File: src/rtl/fft_pkg.sv
// Shared definitions for the FFT bit-reversal reorder stage: FSM states, bank flags, index helper.
// No latency or backpressure of its own; types and a pure function only.
package fft_pkg;

    localparam int MAX_LAYER = 12;

    localparam logic BANK_EMPTY = 1'b0;
    localparam logic BANK_FULL  = 1'b1;

    typedef enum logic {
        WR_IDLE,
        WR_FILL
    } wr_state_t;

    typedef enum logic {
        RD_IDLE,
        RD_READ
    } rd_state_t;

    // Reverses the low 'layer' bits of idx; higher result bits are zero.
    function automatic logic [MAX_LAYER-1:0] bitrev(input logic [MAX_LAYER-1:0] idx, input int layer);
        logic [MAX_LAYER-1:0] r;
        r = '0;
        for (int i = 0; i < MAX_LAYER; i++) begin
            if (i < layer) begin
                r[i] = idx[layer-1-i];
            end
        end
        return r;
    endfunction

endpackage

File: src/rtl/fft_reorder_ram.sv
// Simple dual-port sample buffer holding both ping-pong banks, addressed {bank, idx}.
// Latency: 1 clk registered read; the read register holds its value when rd_en is low.
// No backpressure: the caller guarantees a bank is never read and written at once.
module fft_reorder_ram #(
    parameter int ADDR_W = 4,
    parameter int WIDTH  = 64
) (
    input  logic              clk,
    input  logic              rst,
    input  logic              wr_en,
    input  logic [ADDR_W-1:0] wr_addr,
    input  logic [WIDTH-1:0]  wr_data,
    input  logic              rd_en,
    input  logic [ADDR_W-1:0] rd_addr,
    output logic [WIDTH-1:0]  rd_data
);

    logic [WIDTH-1:0] mem [2**ADDR_W];

    always_ff @(posedge clk) begin
        if (wr_en) begin
            mem[wr_addr] <= wr_data;
        end
    end

    // The read register doubles as the stage output register, so it is reset.
    always_ff @(posedge clk) begin
        if (rst) begin
            rd_data <= '0;
        end else if (rd_en) begin
            rd_data <= mem[rd_addr];
        end
    end

endmodule

File: src/rtl/fft_bitrev_reorder.sv
// Reorders bit-reversed FFT frames into natural order using two ping-pong banks.
// Latency: last input sample in cycle T -> out_start in T+2, burst of N contiguous samples.
// No input backpressure: a frame arriving with no free bank is discarded (frame_drop).
module fft_bitrev_reorder
    import fft_pkg::*;
#(
    parameter int LAYER  = 3,
    parameter int DATA_W = 32
) (
    input  logic              clk,
    input  logic              rst,
    input  logic [DATA_W-1:0] in_real,
    input  logic [DATA_W-1:0] in_img,
    input  logic              in_valid,
    input  logic              in_start,
    input  logic              in_end,
    output logic [DATA_W-1:0] out_real,
    output logic [DATA_W-1:0] out_img,
    output logic              out_valid,
    output logic              out_start,
    output logic              out_end,
    output logic              frame_err,
    output logic              frame_drop
);

    localparam int AW = LAYER + 1;
    localparam logic [LAYER-1:0] IDX_LAST = {LAYER{1'b1}};
    localparam logic [LAYER-1:0] IDX_ONE  = {{(LAYER-1){1'b0}}, 1'b1};

    wr_state_t        wr_state, wr_state_nxt;
    rd_state_t        rd_state, rd_state_nxt;
    logic [LAYER-1:0] wr_idx, wr_idx_nxt, wr_lidx;
    logic [LAYER-1:0] rd_idx, rd_idx_nxt, rd_lidx;
    logic             wr_bank, rd_bank;
    logic [1:0]       bank_state;
    logic             wr_en, wr_close, err_set, drop_set;
    logic             rd_issue, rd_done;
    logic [AW-1:0]    wr_addr, rd_addr;
    logic [2*DATA_W-1:0] rd_data;

    // State registers and bank bookkeeping.
    always_ff @(posedge clk) begin
        if (rst) begin
            wr_state   <= WR_IDLE;
            rd_state   <= RD_IDLE;
            wr_idx     <= '0;
            rd_idx     <= '0;
            wr_bank    <= 1'b0;
            rd_bank    <= 1'b0;
            bank_state <= {BANK_EMPTY, BANK_EMPTY};
            out_valid  <= 1'b0;
            out_start  <= 1'b0;
            out_end    <= 1'b0;
            frame_err  <= 1'b0;
            frame_drop <= 1'b0;
        end else begin
            wr_state   <= wr_state_nxt;
            rd_state   <= rd_state_nxt;
            wr_idx     <= wr_idx_nxt;
            rd_idx     <= rd_idx_nxt;
            if (wr_close) begin
                wr_bank             <= ~wr_bank;
                bank_state[wr_bank] <= BANK_FULL;
            end
            if (rd_done) begin
                rd_bank             <= ~rd_bank;
                bank_state[rd_bank] <= BANK_EMPTY;
            end
            out_valid  <= rd_issue;
            out_start  <= rd_issue && (rd_lidx == '0);
            out_end    <= rd_issue && (rd_lidx == IDX_LAST);
            frame_err  <= err_set;
            frame_drop <= drop_set;
        end
    end

    always_comb begin
        wr_state_nxt = wr_state;
        case (wr_state)
            WR_IDLE: begin
                if (in_valid && in_start && !in_end && bank_state[wr_bank] == BANK_EMPTY) begin
                    wr_state_nxt = WR_FILL;
                end
            end
            WR_FILL: begin
                if (in_valid) begin
                    if (in_start) begin
                        wr_state_nxt = in_end ? WR_IDLE : WR_FILL;
                    end else if (in_end || wr_idx == IDX_LAST) begin
                        wr_state_nxt = WR_IDLE;
                    end
                end
            end
            default: wr_state_nxt = WR_IDLE;
        endcase
    end

    // A restart mid-frame reuses the same bank; a short frame leaves the bank EMPTY.
    always_comb begin
        wr_en      = 1'b0;
        wr_close   = 1'b0;
        err_set    = 1'b0;
        drop_set   = 1'b0;
        wr_lidx    = '0;
        wr_idx_nxt = wr_idx;
        case (wr_state)
            WR_IDLE: begin
                if (in_valid && in_start) begin
                    if (bank_state[wr_bank] != BANK_EMPTY) begin
                        drop_set = 1'b1;
                    end else if (in_end) begin
                        err_set = 1'b1;
                    end else begin
                        wr_en      = 1'b1;
                        wr_idx_nxt = IDX_ONE;
                    end
                end
            end
            WR_FILL: begin
                if (in_valid) begin
                    if (in_start) begin
                        err_set = 1'b1;
                        if (!in_end) begin
                            wr_en      = 1'b1;
                            wr_idx_nxt = IDX_ONE;
                        end else begin
                            wr_idx_nxt = '0;
                        end
                    end else if (wr_idx == IDX_LAST) begin
                        wr_en      = 1'b1;
                        wr_lidx    = wr_idx;
                        wr_close   = 1'b1;
                        wr_idx_nxt = '0;
                    end else if (in_end) begin
                        err_set    = 1'b1;
                        wr_idx_nxt = '0;
                    end else begin
                        wr_en      = 1'b1;
                        wr_lidx    = wr_idx;
                        wr_idx_nxt = wr_idx + IDX_ONE;
                    end
                end
            end
            default: ;
        endcase
    end

    always_comb begin
        rd_state_nxt = rd_state;
        case (rd_state)
            RD_IDLE: if (bank_state[rd_bank] == BANK_FULL) rd_state_nxt = RD_READ;
            RD_READ: if (rd_idx == IDX_LAST) rd_state_nxt = RD_IDLE;
            default: rd_state_nxt = RD_IDLE;
        endcase
    end

    // Releasing the bank on the addr N-1 cycle lets a back-to-back frame claim it next cycle.
    always_comb begin
        rd_issue   = 1'b0;
        rd_done    = 1'b0;
        rd_lidx    = '0;
        rd_idx_nxt = rd_idx;
        case (rd_state)
            RD_IDLE: begin
                if (bank_state[rd_bank] == BANK_FULL) begin
                    rd_issue   = 1'b1;
                    rd_idx_nxt = IDX_ONE;
                end
            end
            RD_READ: begin
                rd_issue = 1'b1;
                rd_lidx  = rd_idx;
                if (rd_idx == IDX_LAST) begin
                    rd_done    = 1'b1;
                    rd_idx_nxt = '0;
                end else begin
                    rd_idx_nxt = rd_idx + IDX_ONE;
                end
            end
            default: ;
        endcase
    end

    assign wr_addr = {wr_bank, LAYER'(bitrev(MAX_LAYER'(wr_lidx), LAYER))};
    assign rd_addr = {rd_bank, rd_lidx};

    fft_reorder_ram #(
        .ADDR_W (AW),
        .WIDTH  (2*DATA_W)
    ) u_ram (
        .clk     (clk),
        .rst     (rst),
        .wr_en   (wr_en),
        .wr_addr (wr_addr),
        .wr_data ({in_real, in_img}),
        .rd_en   (rd_issue),
        .rd_addr (rd_addr),
        .rd_data (rd_data)
    );

    assign out_real = rd_data[2*DATA_W-1:DATA_W];
    assign out_img  = rd_data[DATA_W-1:0];

endmodule

File: config.mk
export PLATFORM = sky130hd
export DESIGN_NAME = fft_bitrev_reorder
export DESIGN_NICKNAME = d
export VERILOG_FILES = /design/src/rtl/fft_pkg.sv /design/src/rtl/fft_reorder_ram.sv /design/src/rtl/fft_bitrev_reorder.sv
export SDC_FILE = /design/constraint.sdc
export NUM_CORES = 1
export LEC_CHECK = 0
export BUFFER_PORTS_ARGS = -buffer_cell sky130_fd_sc_hd__buf_4
export CORE_ASPECT_RATIO = 1.5
export CORE_MARGIN = 2
export CORE_UTILIZATION = 55
export DETAILED_ROUTE_END_ITERATION = 16
export GPL_TIMING_DRIVEN = 0
export MAX_ROUTING_LAYER = met4
export PLACE_DENSITY = 0.72
export SLEW_MARGIN = 20
export SYNTH_ARGS = -nofsm -noshare
export SYNTH_HDL_FRONTEND = slang
export SYNTH_HIERARCHICAL = 1
export SYNTH_SLANG_ARGS = --single-unit
File: constraint.sdc
create_clock -name clk -period 13.5 [get_ports clk]
set_input_delay 0.675 -clock clk [delete_from_list [all_inputs] [get_ports clk]]
set_output_delay 0.675 -clock clk [all_outputs]
set_load 0.05 [all_outputs]
==> results of run 1 <==
## logic make-up (layout without fill, tap and decap cells)
family	after synthesis	after routing	share of synthesized area, %
flip-flops	1105	1105	76.4
AND/OR/NAND/NOR	451	451	4.80
adder cells (fa/ha/maj)	4	4	0.118
multiplexers	515	515	12.2
other	0	3	0
buffers and inverters	138	524	2.33
XOR/XNOR	2	2	0.0414
AO/OA/AOI/OAI	273	273	4.09
## power by group
part / internal [W] / switching [W]
logic: 0.0000220 / 0.0000609
clock network: 0.00158 / 0.00119
registers: 0.00374 / 0.00000217
## worst max-delay path, stage by stage (launching register included)
cell       delay (ps)
dfxtp_1           480
mux2i_1           390
nor3b_2           340
a2bb2oi_1         370
or3b_2            620
nor3_2            650
buf_4             320
buf_4             220
buf_4             210
buf_4             220
## through the flow
| stage | instances | hold slack, ps | setup slack, ps | instance area, µm² | power (W) |
|---|---|---|---|---|---|
| after global routing | 3885 | 287 | 9160 | 49100 | 0.00676 |
| after global placement | 3633 | 449 | 2190 | 44600 | 0.00390 |
| after floorplan | 2488 | 447 | 6810 | 42400 | 0.00384 |
| after detailed placement | 3704 | 453 | 9330 | 45900 | 0.00390 |
| final | 3885 | 286 | 9350 | 49100 | 0.00660 |
| after CTS | 3882 | 257 | 9350 | 49100 | 0.00663 |
## synth_stat cells (all sizes together)
library cell and n:
a311oi 1, nor3 4, nor4b 2, a21oi 130
nor3b 1, inv 3, nand3b 3, o211a 2
a2bb2oi 1, nor2b 4, nand2 202, xor2 2
buf 91, mux2i 515, edfxtp 1024, nor2 24
o21ai 3, nand4 1, o221a 1, a22oi 131
nand3 195, and2 9, or3b 2, o21bai 1
dfxtp 81, nand2b 2, and2b 1, a41oi 1
clkbuf 44, nor4 1, a211oi 2, ha 4
## per-layer routing
metal  up-vias  part of all wire, %  routed length, µm  GRT usage (%)
met3       202                  5.6               5440           3.63
met5         -                    0                  0              -
met4         0                  3.7               3610           10.1
met2       772                   53              51800           45.0
met1     11700                   37              36400           29.1
li1      10300                    -                  -              -
## cell type report
cell class	instances	area share, %
timing repair buffer	208	4.34
clock buffer	128	5.32
clock inverter	50	1.22
sequential	1105	66.0
buffer	135	1.99
inverter	3	0.0229
antenna	3	0.0153
multi-input combinational	1245	18.6
tap	1008	2.57
## layout by cell type, fill, tap and decap left out, drive strengths merged, types with 2 or more instances in the layout
cell	instances
clkinvlp	3
nand2b	2
diode	3
or3b	2
buf	299
xor2	2
bufinv	11
ha	4
o211a	2
nand2	202
a22oi	131
clkbuf	172
nor3	4
edfxtp	1024
nand3b	3
dfxtp	81
nor2b	4
a21oi	130
inv	4
clkinv	35
nand3	195
mux2i	515
o21ai	3
and2	9
nor4b	2
nor2	24
a211oi	2
## worst paths after layout
check	end	slack, ps	cells after the start
worst max register to register	u_ram/mem[0][37]	9350	9
worst min-delay path	out_valid	290	2
worst min register to register	u_ram/rd_data[34]	460	2
worst max-delay path	u_ram/mem[0][37]	9350	9
## state kept, by name, indices dropped and copies added, names as in the netlist
| signal | count |
|---|---|
| bank_state | 2 |
| frame_drop | 1 |
| frame_err | 1 |
| out_end | 1 |
| out_start | 1 |
| out_valid | 1 |
| rd_bank | 1 |
| rd_idx | 3 |
| rd_state | 1 |
| u_ram/mem | 1024 |
| u_ram/rd_data | 64 |
| wr_bank | 1 |
| wr_idx | 3 |
| wr_state | 1 |
==> out/metrics.yaml, run 1 <==
final_hold_viol_count: 0
nNetsFinal: 2866
grt.total_usage_pct: 25.4
finalSetupViolations: 0
clockBufferDepth: 3
ctsHtreeMaxLevel: 3
netlist_area_um2: 42400
hold_buffers: 0
fin_crit_ps: 4150
wire_per_inst_um: 25.0
clk_latency_ps: 670
status: "finished, final reports clean"
min-delay-start: "rst"
drt_iter0_markers: 1790
io_buffers: 137
die_area_um2: 79300
p_leak_nw: 15.7
antenna_found_initial: 3
arrival_ps: 4500
min_period_over_period_pct: 30.7
synth_fp_nets: 2561
cts_tree: "done"
fillers: 5169
num_vias: 22900
netlist.area_leader.share_pct: 72.6
initial_core_util_pct: 55.6
wirelength_um: 97200
final-max-slew-violation-count: 0
crit_type: "reg2reg"
grt_pass1_vias: 23700
cts.sinks: 1105
fin_util_pct: 64.4
firstDrtPassIters: 5
yosys_warnings: 6
cts-resized-gates: 0
drive_gt1_share_pct: 16.1
syn_to_final_growth_pct: 15.9
p_per_area_nw_per_um2: 134
core_area_um2: 76200
cts_buffers: 95
worst_slew_pin_slew_ps: 1130
slew_headroom_pct: 24.7
crit_start: "wr_bank"
multiInputGateArea_um2: 9110
cp-start-kind: "flip-flop"
synth_top_area_cell: "edfxtp_1"
cap_violations: 0
num_rows: 124
cts-root-buf: "clkbuf_16"
grt_pass1_wl_um: 144000
postSynthCellCount: 2488
post-cts-setup-buffers: 0
reg2reg_from: "wr_bank"
drc: 0
end_kind: "flip-flop"
clk_pin_slew_ps: 60
io_pins: 138
syn_avg_cell_area_um2: 17.0
gp_congestion: 0.802
die_w_um: 231
max_freq_mhz: 241
grt_max_degree: 24
ys_top_cells_by_area: "edfxtp_1 (73%), mux2i_1 (12%), dfxtp_1 (3.8%), a22oi_1 (2.3%), nand3_1 (2.3%)"
synth_seq_cells: 1105
ys_seq_area_share_pct: 76.4
die_h_um: 344
setup_tns_ps: 0
place_hpwl_um: 64500
ir_drop_uv: 108
ant_nets: 0
grt_overflow: 0
crit_fanout: 9
skew_ps: 24.0
hold_class: "in2reg"
synth_cell_types: 44
grt_setup_unrepaired: "no"
seqCellArea_um2: 32400
viasPerCell: 5.90
worstPathRequired_ps: 13860
No activity file was read; power rests on OpenSTA's default activity.
==> run 2: changes to the inputs <==
ABC_AREA = 1   (was not set)
PLACE_DENSITY = 0.75   (was 0.72)
clock period = 3.6 ns   (was 13.5 ns; I/O delays follow)
==> out/metrics.yaml, run 2 <==
cts_tree: "done"
slew_headroom_pct: 41.9
initial_core_util_pct: 55.7
worst_slew_pin_slew_ps: 872
grt_setup_unrepaired: "no"
die_area_um2: 83500
synth.most_common_cell: "nand2_1"
status: "finished, final reports clean"
fin_util_pct: 65.0
internal_power_w: 0.0202
nNetsFinal: 4267
power.switching_w: 0.00486
post-route-cell-area_um2: 52100
seq_power_share_pct: 56.1
grt.total_usage_pct: 28.6
drc: 0
netlist_area_um2: 44600
cpPeakStageDelay_ps: 670
die_h_um: 353
die_w_um: 237
drt_iter0_markers: 3488
core_area_um2: 80100
synth_fp_nets: 3914
skew_ps: 24.7
io_pins: 138
clk_latency_ps: 680
post-cts-setup-buffers: 0
synth_top_area_cell: "edfxtp_1"
max_freq_mhz: 308
largest_reg_flops: 1024
synth_cell_types: 29
ir_drop_uv: 421
synth_async_sr_flop_share_pct: 0
drive_gt1_share_pct: 12.9
path_cells: "ha_1 > ha_1 > o21ai_1 > or2_1 > nor2_1 > nand3_1 > nor2_4 > buf_16 > buf_16 > buf_16"
antenna_found_initial: 4
hold_ws_ps: 45.5
netlist_top_cells_count: "nand2_1 (1370), edfxtp_1 (1024), nand3_1 (838)"
ys.flop_type: "edfxtp_1"
final_hold_viol_count: 0
final_cell_mix: "nand2_1 (1370), edfxtp_1 (1024), nand3_1 (838)"
num_rows: 127
firstDrtPassIters: 5
crit_fanout: 18
final_common_cell: "nand2_1"
p_per_area_nw_per_um2: 480
grt_overflow: 0
min_period_over_period_pct: 90.0
cp_num_buf_inv: 3
postPlaceCellArea_um2: 48100
num_vias: 30500
reg.largest.list: "u_ram/mem x1024, u_ram/rd_data x64"
multiInputGateArea_um2: 10300
cp_common_cell: "buf_16"
clockBufferDepth: 3
wirelength_um: 117000
ys_seq_area_share_pct: 72.6
setup_slack_ps: 358
grt_pass1_vias: 30300
gp_congestion: 0.865
yosys_warnings: 6
place_ws_ps: 389
wire_per_inst_um: 22.0
slowest_stage: "nor2_4"
cts.sinks: 1105
fillers: 5781
synth_edf_count: 1024
postSynthCellCount: 3841
arrival_ps: 3620
regMostFlops: "u_ram/mem"
switching_share_pct: 19.4
end_kind: "flip-flop"
hold_class: "in2reg"
ys_top_cells_by_area: "edfxtp_1 (69%), nand2_1 (12%), nand3_1 (9.4%), dfxtp_1 (3.6%), buf_6 (1.3%)"
seqCellArea_um2: 32400
p_comb_share_pct: 1.8
final-max-slew-violation-count: 0
syn_to_final_growth_pct: 16.7
ant_nets: 0
cts_buffers: 98
ctsHtreeMaxLevel: 3
clk_pin_slew_ps: 60
cts-resized-gates: 0
p_leak_nw: 19.6
power_w: 0.0250
viasPerCell: 5.74
io_buffers: 136
worstPathRequired_ps: 3980
crit_type: "reg2reg"
netlist.area_leader.share_pct: 68.9
cp_top_family: "simple AND/OR/NAND/NOR gates"
grt_pass1_wl_um: 174000
clkPwrFrac_pct: 42.1
grt_max_degree: 26
cap_violations: 0
finalSetupViolations: 0
synth_seq_cells: 1105
place_hpwl_um: 77000
cts-root-buf: "clkbuf_16"
syn_avg_cell_area_um2: 11.6
cp-start-kind: "flip-flop"
rrSetupSlack_ps: 360
fin_crit_ps: 3240
-- run 2: cell types whose count changed in the layout (fill, tap and decap cells not counted), sizes merged, moves of 9 or more --
cell,previous run,this run
a21oi,130,9
a22oi,131,0
and2,9,0
buf,299,379
dlygate4sd3,0,71
inv,4,97
mux2i,515,0
nand2,202,1381
nand3,195,840
nor2,24,159
-- run 2: cell families after synthesis --
group / count (synthesis) / synth area share (%)
AOI/OAI and AO/OA: 16 / 0.179
adders and majority gates: 4 / 0.112
buffers and inverters: 327 / 4.52
DFF: 1105 / 72.6
and+or+nand+nor: 2389 / 22.6
-- run 2: worst reg2reg max path, stage by stage (launching register included) --
cell	delay [ps]
dfxtp_1	350
ha_1	150
ha_1	180
o21ai_1	100
or2_1	250
nor2_1	230
nand3_1	380
nor2_4	670
buf_16	270
buf_16	190
buf_16	180
-- run 2: per-stage QoR --
step	std cells	TNS, ps
after detailed placement	5055	0
after global routing	5313	0
final	5313	0
after CTS	5310	0
after global placement	5009	-3065280
after floorplan	3841	-825880
-- run 2: layout make-up --
| cell class | count | area share [%] |
|---|---|---|
| flip-flops and latches | 1105 | 62.2 |
| multi-input cells | 2409 | 19.9 |
| clock buffers | 137 | 5.39 |
| repair buffers | 253 | 5.35 |
| plain buffers | 234 | 3.19 |
| well taps | 1032 | 2.48 |
| clock inverters | 47 | 0.865 |
| inverters | 93 | 0.685 |
| diodes | 3 | 0.0144 |
-- run 2: final timing paths --
path / startpoint / to / depth (start not counted)
worst max-delay path: wr_idx[0] / u_ram/mem[15][20] / 10
worst min register to register: bank_state[0] / bank_state[0] / 2
worst min-delay path: rst / u_ram/rd_data[6] / 4
worst max register to register: wr_idx[0] / u_ram/mem[15][20] / 10
-- run 2: repair_timing --
| item | 4_1_cts | 5_1_grt |
|---|---|---|
| endpoints found under the setup margin | 0 | 0 |
| hold buffers | 71 | 0 |
| hold endpoints to repair | 1037 | 0 |
-- run 2: power by group through the flow --
stage / Combinational [W] / Sequential [W] / Clock (W)
final: 0.000447 / 0.0140 / 0.0105
after global routing: 0.000485 / 0.0140 / 0.0111
after CTS: 0.000449 / 0.0140 / 0.0106
after detailed placement: 0.000385 / 0.0143 / 0
after global placement: 0.000355 / 0.0143 / 0
after floorplan: 0.0000912 / 0.0143 / 0
-- run 2: metal layers --
layer / up-vias / wire length [µm] / global-route usage [%]
met4: 0 / 6130 / 14.9
met1: 14700 / 41400 / 32.4
li1: 14000 / - / -
met2: 1454 / 61100 / 49.6
met5: - / 0 / -
met3: 346 / 8490 / 3.80
